$ cat config.mk
export PLATFORM = sky130hd
export DESIGN_NAME = brushless_comm
export DESIGN_NICKNAME = d
export VERILOG_FILES = /design/src/rtl/brushless_comm.sv
export SDC_FILE = /design/constraint.sdc
export NUM_CORES = 1
export LEC_CHECK = 0
export ABC_AREA = 1
export CORE_MARGIN = 3
export CORE_UTILIZATION = 50
export CTS_BUF_LIST = sky130_fd_sc_hd__clkbuf_4
export CTS_CLUSTER_DIAMETER = 200
export CTS_CLUSTER_SIZE = 14
export DETAILED_ROUTE_END_ITERATION = 8
export GPL_TIMING_DRIVEN = 0
export PLACE_DENSITY = 0.92
export SYNTH_ARGS = -nofsm -noshare
export SYNTH_HDL_FRONTEND = slang
export SYNTH_SLANG_ARGS = --single-unit
$ cat constraint.sdc
create_clock -name clk -period 1.4 [get_ports clk]
set_input_delay 0.28 -clock clk [delete_from_list [all_inputs] [get_ports clk]]
set_output_delay 0.28 -clock clk [all_outputs]
set_load 0.05 [all_outputs]
$ cat src/rtl/brushless_comm.sv
// Three-coil commutation controller: synchronizes halls/brake, latches rotor
// state on each PWM period start, and drives registered coil selects and duty.
module brushless_comm #(
    parameter int unsigned FAULT_CNT = 4,
    parameter logic [10:0] DUTY_BRK  = 11'h600,
    parameter logic [10:0] DUTY_BASE = 11'h400
) (
    input  logic        clk,
    input  logic        rst_n,
    input  logic        hallGrn,
    input  logic        hallYlw,
    input  logic        hallBlu,
    input  logic        brake_n,
    input  logic [11:0] drv_mag,
    input  logic        PWM_synch,
    output logic [1:0]  selGrn,
    output logic [1:0]  selYlw,
    output logic [1:0]  selBlu,
    output logic [10:0] duty,
    output logic        hall_fault,
    output logic [15:0] comm_cnt
);

    localparam logic [3:0] FAULT_MAX = 4'(FAULT_CNT);

    logic [2:0]  hall_s1_q, hall_s2_q;
    logic        brk_s1_q, brk_s2_q;
    logic [2:0]  rot_q, rot_d;
    logic [3:0]  fcnt_q, fcnt_d;
    logic        fault_q, fault_d;
    logic [15:0] comm_cnt_q, comm_cnt_d;
    logic [5:0]  sel_q, sel_d, sel_tbl;
    logic [10:0] duty_q, duty_d;
    logic        hall_ok, rot_ok;

    assign hall_ok = (hall_s2_q != 3'b000) && (hall_s2_q != 3'b111);
    assign rot_ok  = (rot_q != 3'b000) && (rot_q != 3'b111);

    always_ff @(posedge clk) begin
        if (!rst_n) begin
            hall_s1_q  <= '0;
            hall_s2_q  <= '0;
            brk_s1_q   <= 1'b1;
            brk_s2_q   <= 1'b1;
            rot_q      <= '0;
            fcnt_q     <= '0;
            fault_q    <= 1'b0;
            comm_cnt_q <= '0;
            sel_q      <= '0;
            duty_q     <= '0;
        end else begin
            hall_s1_q  <= {hallGrn, hallYlw, hallBlu};
            hall_s2_q  <= hall_s1_q;
            brk_s1_q   <= brake_n;
            brk_s2_q   <= brk_s1_q;
            rot_q      <= rot_d;
            fcnt_q     <= fcnt_d;
            fault_q    <= fault_d;
            comm_cnt_q <= comm_cnt_d;
            sel_q      <= sel_d;
            duty_q     <= duty_d;
        end
    end

    // Rotor state, fault tracking and step counting only advance at PWM period start.
    always_comb begin
        rot_d      = rot_q;
        fcnt_d     = fcnt_q;
        fault_d    = fault_q;
        comm_cnt_d = comm_cnt_q;
        if (PWM_synch) begin
            rot_d = hall_s2_q;
            if (hall_ok) begin
                fcnt_d  = '0;
                fault_d = 1'b0;
                if (rot_ok && (hall_s2_q != rot_q))
                    comm_cnt_d = comm_cnt_q + 16'd1;
            end else begin
                if (fcnt_q < FAULT_MAX)
                    fcnt_d = fcnt_q + 4'd1;
                fault_d = (fcnt_d == FAULT_MAX);
            end
        end
    end

    always_comb begin
        case (rot_q)
            3'b101:  sel_tbl = 6'b10_01_00;
            3'b100:  sel_tbl = 6'b10_00_01;
            3'b110:  sel_tbl = 6'b00_10_01;
            3'b010:  sel_tbl = 6'b01_10_00;
            3'b011:  sel_tbl = 6'b01_00_10;
            3'b001:  sel_tbl = 6'b00_01_10;
            default: sel_tbl = 6'b00_00_00;
        endcase
    end

    always_comb begin
        sel_d  = sel_tbl;
        duty_d = 11'(DUTY_BASE + (drv_mag >> 2));
        if (!brk_s2_q) begin
            sel_d  = '1;
            duty_d = DUTY_BRK;
        end else if (fault_q) begin
            sel_d  = '0;
            duty_d = '0;
        end
    end

    assign selGrn     = sel_q[5:4];
    assign selYlw     = sel_q[3:2];
    assign selBlu     = sel_q[1:0];
    assign duty       = duty_q;
    assign hall_fault = fault_q;
    assign comm_cnt   = comm_cnt_q;

endmodule

==> qor.yml <==
stdcell_count: 394
cts_root_buf: "clkbuf_4"
ys_ff_latch: 49
critical_path_required_ns: 1.12
pin_count: 53
grt_pass1_wl_microns: 7700
grt_overflow: 0
ys_types: 24
area_delta_synth_final_pct: 33.3
routed_wl_microns: 4640
coreArea_sq_mm: 0.00383
place.gp.congestion: 0.923
cp_top_family: "flip-flops"
crit_path_top_delay_cell: "dfxtp_1"
reg2reg_to: "comm_cnt[10]$_SDFFE_PN0P_"
place_area_sq_mm: 0.00266
worstHoldPathCells: 2
placed_cells: 383
min_path_type: "in2reg"
crit_arrival_ns: 1.09
setup_viol_count_final: 0
drc: 0
powerDensity_mw_per_mm2: 882
final_cell_area_sq_mm: 0.00277
internal_power_mw: 1.78
ys_async_sr_fraction_pct: 0
finalCritPeriodShare_pct: 97.7
clock_skew_ns: 0.00814
ys_warn_count: 0
vias: 1944
grtUsageTotal_pct: 19.1
fmax_mhz: 731
p_leak_nw: 1.19
crit_buf_inv: 1
path_cells: "buf_2"
clkTransAtPathRegs_ns: 0.13
synth_ff_type: "dfxtp_1"
slew_violations: 0
p_sw_share_pct: 27.1
yosysTopAreaCell: "dfxtp_1"
cts_buffer_depth: 2
nNetsFinal: 367
path_class: "reg2out"
synth_edf_count: 0
layout_common_cells: "nand2_1 (91), inv_1 (31), dfxtp_1 (30)"
slew_headroom_pct: 64.7
maxCapViolations: 0
clock_latency_ns: 0.36
wl_per_cell_microns: 11.8
first_pass_iters: 4
drt_iter0_drc: 101
startpoint_type: "register"
r2r-start: "hall_s2_q[2]$_SDFF_PN0_"
synth_fp_nets: 306
status: "finished, final reports clean"
synthCells: 285
htree_levels: 2
die_y_microns: 70.5
chipWidth_microns: 70.5
p_clk_share_pct: 25.1
place_hpwl_microns: 3310
hold_viol: 0
tritoncts: "yes"
hold_start: "PWM_synch"
diodes: 0
ys_seq_area_share_pct: 47.2
synth.area.top_cells: "dfxtp_1 (47%), nand2_1 (17%), inv_1 (6.0%)"
drive_above_1_share_pct: 26.6
start_util_pct: 54.3
antenna_left: 0
finalCriticalPeriod_ns: 1.37
routed_via_density: 4.93
hold_path_end: "rot_q[2]$_SDFFE_PN0P_"
path_max_fanout: 5
grt_start_max_net_pins: 14
dieArea_sq_mm: 0.00496
cp-end-kind: "output port"
seq_power_share_pct: 59.8
mostFrequentLayoutCell: "nand2_1"
synth_top_cell_area_share_pct: 47.2
p_comb_share_pct: 15.1
core.rowCount: 22
r2r_cells: 9
ir_drop_uv: 732
clock-sinks: 49
crit_path_max_incr_delay_ns: 0.43
avgSynthCellArea_sq_um: 7.29
switching_power_mw: 0.662
grt_pass1_vias: 1834
antenna_found_initial: 0
tightestPinTransition_ns: 0.529
cts_buffers: 5
rrSetupSlack_ns: 0.07
io_buffers: 50
tns_ns: 0
syn_area_sq_mm: 0.00208
ctsHoldBuffers: 0
==> sequential cells by signal, summed over array words and instances, names as in the netlist <==
signal	cells
rot_q	3
brk_s2_q	1
hall_fault	1
hall_s1_q	3
brk_s1_q	1
fcnt_q	4
comm_cnt	16
sel_q	6
hall_s2_q	3
duty	11
==> area by class of cell <==
type / instances / area (sq um)
buffer: 7 / 48.8
clock buffer: 6 / 45.0
fill: 300 / 1060
multi-input combinational: 192 / 978
sequential: 49 / 1010
clock inverter: 1 / 3.75
tap: 48 / 60.1
inverter: 37 / 139
timing repair buffer: 54 / 479
==> timing repair <==
action,in CTS,in global routing
cloned,0,1
endpoints found under the hold margin,0,0
endpoints found under the setup margin,45,21
setup buffers,2,1
resized for setup,146,30
pin swaps,4,4
==> metal layers <==
layer / routed length [microns] / vias up / GRT usage (%)
met5: 0 / - / 0
met4: 64 / 0 / 9.57
met3: 330 / 6 / 4.03
met2: 2290 / 61 / 33.5
met1: 1960 / 867 / 21.6
li1: - / 1010 / -
==> synth_stat cells, types with 2 or more instances <==
master / count
nand3_1: 9
o31ai_1: 4
nor2_4: 2
inv_2: 4
xor2_1: 5
dfxtp_1: 49
buf_6: 2
xnor2_1: 5
inv_1: 33
nand2_1: 93
or2_2: 3
clkbuf_1: 4
nor2_1: 27
nand4_1: 5
a21oi_1: 24
ha_1: 2
o21ai_0: 7
==> worst max path at each step <==
stage | from | end | slack, ns | cells after the start
after global placement | PWM_synch | comm_cnt[11]$_SDFFE_PN0P_ | -0.38 | 8
after CTS | rot_q[2]$_SDFFE_PN0P_ | comm_cnt[10]$_SDFFE_PN0P_ | 0.002 | 8
after detailed placement | PWM_synch | comm_cnt[10]$_SDFFE_PN0P_ | -0.44 | 8
after floorplan | comm_cnt[1]$_SDFFE_PN0P_ | comm_cnt[14]$_SDFFE_PN0P_ | -0.03 | 8
after global routing | hall_s2_q[2]$_SDFF_PN0_ | comm_cnt[10]$_SDFFE_PN0P_ | -0.03 | 9
final | comm_cnt[14]$_SDFFE_PN0P_ | comm_cnt[14] | 0.03 | 1
==> power groups by stage <==
| stage | clock, mW | sequential, mW | combinational [mW] |
|---|---|---|---|
| 2_1_floorplan | 0 | 1.60 | 0.122 |
| 3_3_place_gp | 0 | 1.49 | 0.352 |
| 3_5_place_dp | 0 | 1.49 | 0.360 |
| 4_1_cts | 0.622 | 1.46 | 0.364 |
| 5_1_grt | 0.667 | 1.47 | 0.397 |
| 6_report | 0.613 | 1.46 | 0.370 |
==> stage by stage <==
| stage | power, mW | setup WS [ns] | hold slack [ns] | utilization (%) |
|---|---|---|---|---|
| final | 2.44 | 0.0323 | 0.229 | 72.4 |
| after global routing | 2.53 | -0.0263 | 0.258 | 72.4 |
| after CTS | 2.45 | 0.00211 | 0.419 | 70.2 |
| after detailed placement | 1.85 | -0.441 | 0.398 | 69.4 |
| after global placement | 1.84 | -0.375 | 0.392 | 69.4 |
| after floorplan | 1.72 | -0.0329 | 0.370 | - |
==> cells by family (layout without fill, tap and decap cells) <==
group | Yosys count | after routing | share of synthesized area, %
and+or+nand+nor | 143 | 143 | 28.9
DFF | 49 | 49 | 47.2
buffers and inverters | 44 | 105 | 8.73
AOI/OAI and AO/OA | 37 | 37 | 9.70
xor gates and xnor gates | 10 | 10 | 4.22
adders and majority gates | 2 | 2 | 1.20
No activity file was read; power rests on OpenSTA's default activity.
